File: config.mk
export PLATFORM = sky130hd
export DESIGN_NAME = control_sequencer
export DESIGN_NICKNAME = d
export VERILOG_FILES = /design/src/rtl/control_sequencer.sv
export SDC_FILE = /design/constraint.sdc
export NUM_CORES = 1
export LEC_CHECK = 0
export ABC_AREA = 1
export CORE_MARGIN = 2
export CORE_UTILIZATION = 35
export CTS_BUF_LIST = sky130_fd_sc_hd__clkbuf_8
export DETAILED_ROUTE_END_ITERATION = 16
export SYNTH_ARGS = -nofsm -noshare
export SYNTH_HDL_FRONTEND = slang
export SYNTH_SLANG_ARGS = --single-unit
File: constraint.sdc
create_clock -name clk -period 2.44 [get_ports clk]
set_input_delay 0.366 -clock clk [delete_from_list [all_inputs] [get_ports clk]]
set_output_delay 0.366 -clock clk [all_outputs]
set_load 0.01 [all_outputs]
File: src/rtl/control_sequencer.sv
// rtl/control_sequencer.sv - multi-cycle fetch/decode/execute control FSM with return stack
module control_sequencer #(
    parameter int DATA_W      = 8,
    parameter int OPC_W       = 8,
    parameter int STACK_DEPTH = 4
) (
    input  logic                      clk,
    input  logic                      rst,
    input  logic [OPC_W+2*DATA_W-1:0] instr_word,
    input  logic                      mem_ready,
    input  logic [3:0]                flags,
    input  logic [DATA_W-1:0]         pc_val,
    output logic                      mar_load,
    output logic                      ir_load,
    output logic                      pc_inc,
    output logic                      pc_load,
    output logic [DATA_W-1:0]         pc_load_val,
    output logic                      reg_rd_en,
    output logic [DATA_W-1:0]         rd_addr1,
    output logic [DATA_W-1:0]         rd_addr2,
    output logic                      reg_wr_en,
    output logic [DATA_W-1:0]         wr_addr,
    output logic [1:0]                wr_sel,
    output logic [DATA_W-1:0]         wr_imm,
    output logic                      alu_en,
    output logic [OPC_W-1:0]          alu_sel,
    output logic                      halted,
    output logic                      fault
);
    localparam int SP_W  = $clog2(STACK_DEPTH + 1);
    localparam int IDX_W = (STACK_DEPTH > 1) ? $clog2(STACK_DEPTH) : 1;

    localparam logic [OPC_W-1:0] OP_NOP    = OPC_W'(8'h00);
    localparam logic [OPC_W-1:0] OP_LDI    = OPC_W'(8'h01);
    localparam logic [OPC_W-1:0] OP_ALU_LO = OPC_W'(8'h03);
    localparam logic [OPC_W-1:0] OP_CMP    = OPC_W'(8'h18);
    localparam logic [OPC_W-1:0] OP_JMP    = OPC_W'(8'h19);
    localparam logic [OPC_W-1:0] OP_MOV    = OPC_W'(8'h20);
    localparam logic [OPC_W-1:0] OP_CALL   = OPC_W'(8'h21);
    localparam logic [OPC_W-1:0] OP_RET    = OPC_W'(8'h22);
    localparam logic [OPC_W-1:0] OP_JZ     = OPC_W'(8'h23);
    localparam logic [OPC_W-1:0] OP_JNZ    = OPC_W'(8'h24);
    localparam logic [OPC_W-1:0] OP_JG     = OPC_W'(8'h25);
    localparam logic [OPC_W-1:0] OP_JL     = OPC_W'(8'h26);
    localparam logic [OPC_W-1:0] OP_HALT   = OPC_W'(8'h3F);

    typedef enum logic [3:0] {
        S_FETCH_0, S_FETCH_1, S_DECODE, S_RD, S_EX, S_WB, S_JUMP, S_HALT, S_FAULT
    } state_t;

    state_t              state_q, state_d;
    logic [OPC_W-1:0]    opc_q, opc_d;
    logic [DATA_W-1:0]   a_q, a_d, b_q, b_d, target_q, target_d;
    logic [SP_W-1:0]     sp_q, sp_d;
    logic [DATA_W-1:0]   stack_q [STACK_DEPTH];
    logic [DATA_W-1:0]   stack_d [STACK_DEPTH];

    logic [OPC_W-1:0]    dec_opc;
    logic [DATA_W-1:0]   dec_a, dec_b;
    logic                flag_z, flag_n, flag_v, unused_flag_c;
    logic [IDX_W-1:0]    push_idx, pop_idx;

    assign {dec_opc, dec_a, dec_b} = instr_word;
    assign {flag_v, flag_n, unused_flag_c, flag_z} = flags;
    assign push_idx = sp_q[IDX_W-1:0];
    assign pop_idx  = IDX_W'(sp_q - SP_W'(1));

    function automatic logic is_alu(input logic [OPC_W-1:0] op);
        return (op >= OP_ALU_LO) && (op <= OP_CMP);
    endfunction

    always_comb begin
        state_d  = state_q;
        opc_d    = opc_q;
        a_d      = a_q;
        b_d      = b_q;
        target_d = target_q;
        sp_d     = sp_q;
        stack_d  = stack_q;
        case (state_q)
            S_FETCH_0: state_d = S_FETCH_1;
            S_FETCH_1: if (mem_ready) state_d = S_DECODE;
            S_DECODE: begin
                opc_d    = dec_opc;
                a_d      = dec_a;
                b_d      = dec_b;
                target_d = dec_a;
                case (dec_opc)
                    OP_NOP:  state_d = S_FETCH_0;
                    OP_LDI:  state_d = S_WB;
                    OP_MOV:  state_d = S_RD;
                    OP_JMP:  state_d = S_JUMP;
                    OP_CALL: begin
                        if (sp_q == SP_W'(STACK_DEPTH)) begin
                            state_d = S_FAULT;
                        end else begin
                            stack_d[push_idx] = pc_val;
                            sp_d    = sp_q + SP_W'(1);
                            state_d = S_JUMP;
                        end
                    end
                    OP_RET: begin
                        if (sp_q == '0) begin
                            state_d = S_FAULT;
                        end else begin
                            target_d = stack_q[pop_idx];
                            sp_d     = sp_q - SP_W'(1);
                            state_d  = S_JUMP;
                        end
                    end
                    OP_JZ:   state_d = flag_z ? S_JUMP : S_FETCH_0;
                    OP_JNZ:  state_d = !flag_z ? S_JUMP : S_FETCH_0;
                    OP_JG:   state_d = (!flag_z && (flag_n == flag_v)) ? S_JUMP : S_FETCH_0;
                    OP_JL:   state_d = (flag_n ^ flag_v) ? S_JUMP : S_FETCH_0;
                    OP_HALT: state_d = S_HALT;
                    default: state_d = is_alu(dec_opc) ? S_RD : S_FAULT;
                endcase
            end
            S_RD:    state_d = (opc_q == OP_MOV) ? S_WB : S_EX;
            S_EX:    state_d = S_WB;
            S_WB:    state_d = S_FETCH_0;
            S_JUMP:  state_d = S_FETCH_0;
            S_HALT:  state_d = S_HALT;
            S_FAULT: state_d = S_FAULT;
            default: state_d = S_FAULT;
        endcase
    end

    always_ff @(posedge clk) begin
        if (rst) begin
            state_q  <= S_FETCH_0;
            opc_q    <= '0;
            a_q      <= '0;
            b_q      <= '0;
            target_q <= '0;
            sp_q     <= '0;
            stack_q  <= '{default: '0};
        end else begin
            state_q  <= state_d;
            opc_q    <= opc_d;
            a_q      <= a_d;
            b_q      <= b_d;
            target_q <= target_d;
            sp_q     <= sp_d;
            stack_q  <= stack_d;
        end
    end

    // Outputs are gated by rst so an aborted instruction issues no further strobes.
    always_comb begin
        mar_load    = 1'b0;
        ir_load     = 1'b0;
        pc_inc      = 1'b0;
        pc_load     = 1'b0;
        pc_load_val = '0;
        reg_rd_en   = 1'b0;
        rd_addr1    = '0;
        rd_addr2    = '0;
        reg_wr_en   = 1'b0;
        wr_addr     = '0;
        wr_sel      = 2'd0;
        wr_imm      = '0;
        alu_en      = 1'b0;
        alu_sel     = '0;
        halted      = 1'b0;
        fault       = 1'b0;
        if (!rst) begin
            case (state_q)
                S_FETCH_0: mar_load = 1'b1;
                S_FETCH_1: begin
                    ir_load = mem_ready;
                    pc_inc  = mem_ready;
                end
                S_RD: begin
                    reg_rd_en = 1'b1;
                    rd_addr1  = (opc_q == OP_MOV) ? b_q : a_q;
                    rd_addr2  = b_q;
                end
                S_EX: begin
                    alu_en  = 1'b1;
                    alu_sel = opc_q;
                end
                S_WB: begin
                    reg_wr_en = (opc_q != OP_CMP);
                    wr_addr   = a_q;
                    wr_imm    = b_q;
                    if (opc_q == OP_LDI) begin
                        wr_sel = 2'd0;
                    end else if (opc_q == OP_MOV) begin
                        wr_sel = 2'd1;
                    end else begin
                        // ALU function stays selected while its result is written back.
                        wr_sel  = 2'd2;
                        alu_sel = opc_q;
                    end
                end
                S_JUMP: begin
                    pc_load     = 1'b1;
                    pc_load_val = target_q;
                end
                S_HALT:  halted = 1'b1;
                S_FAULT: fault  = 1'b1;
                default: ;
            endcase
        end
    end
endmodule

# --- Word-level counts from Yosys, hierarchy flattened ---
# Index checks and enable logic that the tools add are counted.
word_totals:
  output_inout_bits: 59
  input_bits: 39
  regBits: 71
op_classes:
  eq_ne: 26
  n_mux: 57
  bitwise: 4
  addsub: 2
  order_cmp: 5
  reduce_logical: 11
ops:
  columns: ["cell", "count"]
  rows:
  - ["$mux W8", 19]
  - ["$eq A8 B6 Y1 const B", 9]
  - ["$pmux W4 S11", 1]
  - ["$bwmux W32", 1]
  - ["$pmux W4 S7", 1]
  - ["$mux W3", 6]
  - ["$mux W1", 17]
  - ["$bmux W8 S2", 1]
  - ["$demux W8 S2", 1]
  - ["$eq A4 B3 Y1 const B", 4]
  - ["$eq A8 B1 Y1 const B", 2]
  - ["$mux W4", 4]
  - ["$pmux W8 S2", 1]
  - ["$eq A4 B2 Y1 const B", 2]
  - ["$eq A8 B5 Y1 const B", 1]
  - ["$ge A8 B2 Y1 const B", 1]
  - ["$le A8 B5 Y1 const B", 1]
  - ["$logic_not A8 Y1", 1]
  - ["$mux W2", 4]
  - ["$ne A8 B5 Y1 const B", 1]
  - ["$ge A3 B3 Y1 const B", 2]
  - ["$ne A2 B2 Y1 const B", 3]
  - ["$not A2 Y3", 2]
  - ["$pmux W3 S2", 1]
  - ["17 further kinds", 19]

# --- Depth between registers and ports, before layout ---
depth:
  ltp_word: 7
  mapped_depth: 13
  mapped_depth_nobuf: 11

# --- Worst setup path after synthesis ---
# No wires, ideal clock.
synth_timing:
  path_kind: "register to register"
  from: "register sp_q[0]"
  to: "register sp_q[2]"
  stages_incl_launch_ff: 14
  t_arrival_ns: 1.900
  n_path_buf: 3
  required_ns: 2.323
  slack_ns: 0.423
  cell_sequence: "dfxtp_1 -> buf_2 -> clkbuf_1 -> inv_1 -> ha_1 -> nand2_1 -> nand3_4 -> nor2_8 -> buf_8 -> inv_2 -> nand2_4 -> nand3_2 -> o21ai_1 -> a21oi_1"
synth_via:
  elab_chain_len: 3
synth_rtl:
  columns: ["element", "line_no", "source"]
  rows:
  - ["from (decl)", "54", "logic [SP_W-1:0] sp_q, sp_d;"]
  - ["from (signal assigned)", "144", "sp_q <= sp_d;"]
  - ["$sub A3 B1 Y3, or another cell as far along", "107", "sp_d = sp_q - SP_W'(1);"]
  - ["$mux W3, or another cell as far along", "103", "if (sp_q == '0) begin"]
  - ["$pmux W3 S2 / $reduce_and A4 Y1 (equally long branches)", null, null]
# Several ways; a longest one is shown, not always the timed one. The select of a mux whose other input is x is not followed.
# A chain may end at the register's enable or synchronous reset.

# --- Worst setup path in the final report ---
layout_timing:
  from: "input port rst"
  to: "output port alu_en"
layout_via:
  elab_chain_len: 1
layout_rtl:
  columns: ["element", "line_no", "source"]
  rows:
  - ["from (decl)", "8", "input logic rst,"]
  - ["$mux W1", "167", "if (!rst) begin"]
  - ["to (decl)", "25", "output logic alu_en,"]
# No other way between the ends.

==> report_table.html <==
<table>
<tr><th>Metric</th><th>Value</th></tr>
<tr><th colspan="2">Status</th></tr>
<tr><td>Result of the run</td><td>finished clean</td></tr>
<tr><th colspan="2">Global route</th></tr>
<tr><td>Met2 global-route usage</td><td>0.2769</td></tr>
<tr><td>Overall Global Routing Usage</td><td>0.1756</td></tr>
<tr><td>Pin count of the biggest net entering global routing</td><td>49</td></tr>
<tr><td>Number of global-route vias before repair</td><td>3550</td></tr>
<tr><td>Grt total ovfl</td><td>0</td></tr>
<tr><td>M3 GR Usage</td><td>0.02786</td></tr>
<tr><td>Initial antenna violation count</td><td>0</td></tr>
<tr><td>GRT busiest layer</td><td>met2</td></tr>
<tr><td>Fraction of met1 tracks used by global routing</td><td>0.2496</td></tr>
<tr><td>Global-route wire length before repair</td><td>16.95 mm</td></tr>
<tr><th colspan="2">Setup path</th></tr>
<tr><td>Kind of end point of the critical path</td><td>output pin</td></tr>
<tr><td>Largest fanout on the critical path</td><td>9</td></tr>
<tr><td>Launching element type of the critical path</td><td>input pin</td></tr>
<tr><td>Critical path class</td><td>in -&gt; out</td></tr>
<tr><td>Critical path data required time</td><td>2.07 ns</td></tr>
<tr><td>Critical Path AT</td><td>2.01 ns</td></tr>
<tr><th colspan="2">Placement</th></tr>
<tr><td>Number of buffers added on ports</td><td>96</td></tr>
<tr><td>Post-place instance area</td><td>5016 sq um</td></tr>
<tr><td>Half-perimeter wire length after detailed placement</td><td>8.036 mm</td></tr>
<tr><td>Worst setup slack after placement</td><td>0.04483 ns</td></tr>
<tr><td>Routability congestion estimate from global placement</td><td>0.8634</td></tr>
<tr><th colspan="2">Clock tree</th></tr>
<tr><td>Clock root buffer</td><td>sky130_fd_sc_hd__clkbuf_8</td></tr>
<tr><td>CTS Hold Bufs</td><td>0</td></tr>
<tr><td>Number of buffers created by CTS</td><td>9</td></tr>
<tr><td>Worst skew pair latency</td><td>roughly 0.34 ns</td></tr>
<tr><td>Clk pin slew, worst setup/hold paths</td><td>0.08 ns</td></tr>
<tr><td>Number of H-tree levels</td><td>3</td></tr>
<tr><td>Total clock sinks</td><td>71</td></tr>
<tr><td>TritonCTS clock tree</td><td>built</td></tr>
<tr><td>Max clock buf depth</td><td>2</td></tr>
<tr><th colspan="2">Die</th></tr>
<tr><td>Die Width</td><td>between 100 and 150 microns</td></tr>
<tr><td>Area of the core region</td><td>10890 sq um</td></tr>
<tr><td>Die Y-Extent</td><td>109.6 microns</td></tr>
<tr><td>I/O pins</td><td>98</td></tr>
<tr><td>Total die area</td><td>roughly 12000 sq um</td></tr>
<tr><td>Initial core utilization</td><td>0.3588</td></tr>
<tr><td>Row cnt</td><td>38</td></tr>
<tr><th colspan="2">STA</th></tr>
<tr><td>Slew at the pin closest to its max-slew limit</td><td>0.4202 ns</td></tr>
<tr><td>Endpoints failing hold</td><td>0</td></tr>
<tr><td>Final WS setup</td><td>0.06468 ns</td></tr>
<tr><td>Ratio of final minimum period to clock period</td><td>0.9735</td></tr>
<tr><td>Relative slew slack</td><td>0.7199</td></tr>
<tr><td>Final Max Tran Viols</td><td>0</td></tr>
<tr><td>Setup repair after global routing missed its margin</td><td>false</td></tr>
<tr><td>Setup tns final</td><td>0 ns</td></tr>
<tr><td>Number of failing setup endpoints in the final timing report</td><td>0</td></tr>
<tr><td>Shortest clock period the worst path allows after layout</td><td>approximately 2.4 ns</td></tr>
<tr><td>Worst clock skew</td><td>0.01131 ns</td></tr>
<tr><td>Highest achievable clock rate</td><td>421.0 MHz</td></tr>
<tr><th colspan="2">Synthesis</th></tr>
<tr><td>Compound-gate portion of the synthesized area</td><td>0.2364</td></tr>
<tr><td>Fraction of the yosys area taken by sequential cells</td><td>0.3639</td></tr>
<tr><td>Synthesized flop and latch total</td><td>71</td></tr>
<tr><td>Synth cell types</td><td>31</td></tr>
<tr><td>Share of cell area taken by muxes after synthesis</td><td>0</td></tr>
<tr><td>Netlist area before placement</td><td>3906 sq um</td></tr>
<tr><td>Parity-gate share of the synthesized area counting xor and xnor cells</td><td>0.002242</td></tr>
<tr><td>Number of synthesis warnings</td><td>0</td></tr>
<tr><td>Post-Synthesis Cells</td><td>approximately 600</td></tr>
<tr><td>Number of nets produced by synthesis</td><td>640</td></tr>
<tr><td>Flip-flop cell with the highest count after synthesis</td><td>sky130_fd_sc_hd__dfxtp_1</td></tr>
<tr><td>Largest family of logic cells by synthesized area</td><td>simple AND/OR/NAND/NOR gates</td></tr>
<tr><td>Post-Synth Adder-Cell Area</td><td>0.01602</td></tr>
<tr><td>Post-synth ARST share</td><td>0</td></tr>
<tr><td>Number of synthesized flops with an enable pin</td><td>0</td></tr>
<tr><td>Post-Synth Simple-Gate Area</td><td>0.2643</td></tr>
<tr><td>Post-Syn Area per Cell</td><td>6.554 sq um</td></tr>
<tr><th colspan="2">Pwr</th></tr>
<tr><td>Share of power burned in combinational logic</td><td>0.239</td></tr>
<tr><td>Relative contribution of sequential cells to total power</td><td>0.431</td></tr>
<tr><td>Share of total power consumed by net switching</td><td>0.3231</td></tr>
<tr><td>Clock network fraction of total power</td><td>0.330</td></tr>
<tr><td>Final total power</td><td>about 3.2 mW</td></tr>
<tr><td>Switching power summed over all nets</td><td>1.039 mW</td></tr>
<tr><td>Reported leakage power</td><td>2.617 nW</td></tr>
<tr><td>Worst-case vdd ir drop</td><td>0.3899 mV</td></tr>
<tr><td>Cell area power density</td><td>599.8 nW/um^2</td></tr>
<tr><td>Internal Dissipation</td><td>around 2.2 mW</td></tr>
<tr><th colspan="2">Layout</th></tr>
<tr><td>Synth-to-Final Area Change</td><td>37.22%</td></tr>
<tr><td>Nets</td><td>735</td></tr>
<tr><td>Number of inserted diodes</td><td>0</td></tr>
<tr><td>Fraction of final layout cells sized beyond drive strength 1</td><td>0.1078</td></tr>
<tr><td>Final non-filler cell area</td><td>around 5400 sq um</td></tr>
<tr><th colspan="2">Route</th></tr>
<tr><td>Number of detailed-route iterations in the first pass</td><td>5</td></tr>
<tr><td>Post-route antenna net violation count</td><td>0</td></tr>
<tr><td>DRC violations left</td><td>0</td></tr>
<tr><td>Number of design-rule violations left by the first detailed-router iteration</td><td>297</td></tr>
<tr><td>Final wirelength</td><td>10.78 mm</td></tr>
<tr><td>Overall via count from detail_route</td><td>4023</td></tr>
<tr><td>Via density</td><td>4.812</td></tr>
<tr><td>Routed length per placed instance</td><td>12.89 microns</td></tr>
<tr><th colspan="2">Hold path</th></tr>
<tr><td>Classification of the worst-slack hold path</td><td>reg -&gt; reg</td></tr>
<tr><th colspan="2">Job</th></tr>
<tr><td>Max_cap viols</td><td>0</td></tr>
</table>
[Yosys cell counts, types with 3 or more instances]
cell type / instances / share of area
sky130_fd_sc_hd__nor2_4: 3 / 0.0086
sky130_fd_sc_hd__dfxtp_1: 71 / 0.36
sky130_fd_sc_hd__nand4_1: 5 / 0.0080
sky130_fd_sc_hd__nand3_1: 33 / 0.042
sky130_fd_sc_hd__o21ai_0: 75 / 0.096
sky130_fd_sc_hd__ha_1: 5 / 0.016
sky130_fd_sc_hd__buf_2: 9 / 0.012
sky130_fd_sc_hd__o21ai_1: 4 / 0.0051
sky130_fd_sc_hd__a21oi_1: 101 / 0.13
sky130_fd_sc_hd__nor2_1: 74 / 0.071
sky130_fd_sc_hd__nand2_2: 7 / 0.011
sky130_fd_sc_hd__inv_2: 9 / 0.0086
sky130_fd_sc_hd__nor3_1: 9 / 0.012
sky130_fd_sc_hd__nand2_1: 81 / 0.078
sky130_fd_sc_hd__inv_1: 72 / 0.069
sky130_fd_sc_hd__clkbuf_1: 16 / 0.015
[power by group through the flow]
stage          clock network, mW  registers [mW]  logic (mW)
3_3_place_gp                   0            1.40       0.747
4_1_cts                     1.09            1.38       0.759
3_5_place_dp                   0            1.41       0.756
2_1_floorplan                  0            1.39       0.510
5_1_grt                     1.13            1.40       0.873
6_report                    1.06            1.38       0.769
[final cells by class]
type / instances / area [sq um]
Clock buffer: 9 / 123.9
Clock inverter: 7 / 102.6
Fill cell: 1097 / 5528
Inverter: 81 / 307.8
Multi-Input combinational cell: 414 / 2052
Sequential cell: 71 / 1424
Tap cell: 140 / 175.2
Timing Repair Buffer: 114 / 1175
[critical path, stage by stage]
cell	delay, ns
sky130_fd_sc_hd__clkdlybuf4s50_1	0.49
sky130_fd_sc_hd__buf_4	0.21
sky130_fd_sc_hd__nor3_1	0.27
sky130_fd_sc_hd__buf_4	0.15
sky130_fd_sc_hd__clkdlybuf4s50_1	0.52
[final timing paths]
check	from	end	slack [ns]	cells past startpoint
min reg2reg	stack_q[4]$_SDFFE_PP0P_	stack_q[4]$_SDFFE_PP0P_	0.45	2
min	stack_q[4]$_SDFFE_PP0P_	stack_q[4]$_SDFFE_PP0P_	0.45	2
max reg2reg	sp_q[1]$_SDFFE_PP0P_	stack_q[3]$_SDFFE_PP0P_	0.61	8
max	rst	alu_en	0.06	5
[placed cells by master (no fill, tap or decap), types with 2 or more instances in the layout]
cell type and instances:
sky130_fd_sc_hd__nand2_2 9, sky130_fd_sc_hd__nand2_1 80, sky130_fd_sc_hd__nand2_4 2, sky130_fd_sc_hd__nor2_4 3, sky130_fd_sc_hd__nand4_1 5, sky130_fd_sc_hd__dfxtp_1 69
sky130_fd_sc_hd__bufinv_16 2, sky130_fd_sc_hd__o21ai_1 4, sky130_fd_sc_hd__inv_2 11, sky130_fd_sc_hd__clkinvlp_4 2, sky130_fd_sc_hd__dlymetal6s2s_1 34, sky130_fd_sc_hd__dlygate4sd2_1 8
sky130_fd_sc_hd__clkbuf_8 9, sky130_fd_sc_hd__inv_6 2, sky130_fd_sc_hd__nand3_1 33, sky130_fd_sc_hd__dfxtp_2 2, sky130_fd_sc_hd__clkdlybuf4s50_1 53, sky130_fd_sc_hd__inv_1 69
sky130_fd_sc_hd__buf_4 17, sky130_fd_sc_hd__nor2_2 6, sky130_fd_sc_hd__nor3_1 9, sky130_fd_sc_hd__nor2_1 70, sky130_fd_sc_hd__clkinv_4 2, sky130_fd_sc_hd__nor2_8 2
sky130_fd_sc_hd__ha_1 5, sky130_fd_sc_hd__o21ai_0 75, sky130_fd_sc_hd__a21oi_1 101, sky130_fd_sc_hd__nand3_2 2
[flip-flops by register name (all words and copies together), names as in the netlist]
| name | flops |
|---|---|
| stack_q | 32 |
| a_q | 8 |
| b_q | 8 |
| opc_q | 8 |
| target_q | 8 |
| state_q | 4 |
| sp_q | 3 |
[per-stage QoR]
step	utilization	cells	hold slack, ns
floorplan	-	596	0.4244
global placement	0.4607	818	0.4334
detailed placement	0.4607	818	0.4420
CTS	0.4809	834	0.4536
global route	0.4923	836	0.4704
finish	0.4923	836	0.4531
[cell families after synthesis]
kind of cell,Yosys count
buffers and inverters,112
xor gates and xnor gates,1
AOI/OAI and AO/OA,183
DFF,71
and+or+nand+nor,224
adders and majority gates,5
[timing repair]
item,4_1_cts,5_1_grt
resized for setup,12,45
setup buffers,0,1
cloned,0,1
endpoints found under the setup margin,18,44
[routing by layer]
metal  share of wire  vias up
met4          0.0088        0
met2            0.44      109
met3           0.068       10
met1            0.48     1768
met5               0        -
li1                -     2136
Power figures use the tool's default switching activity.
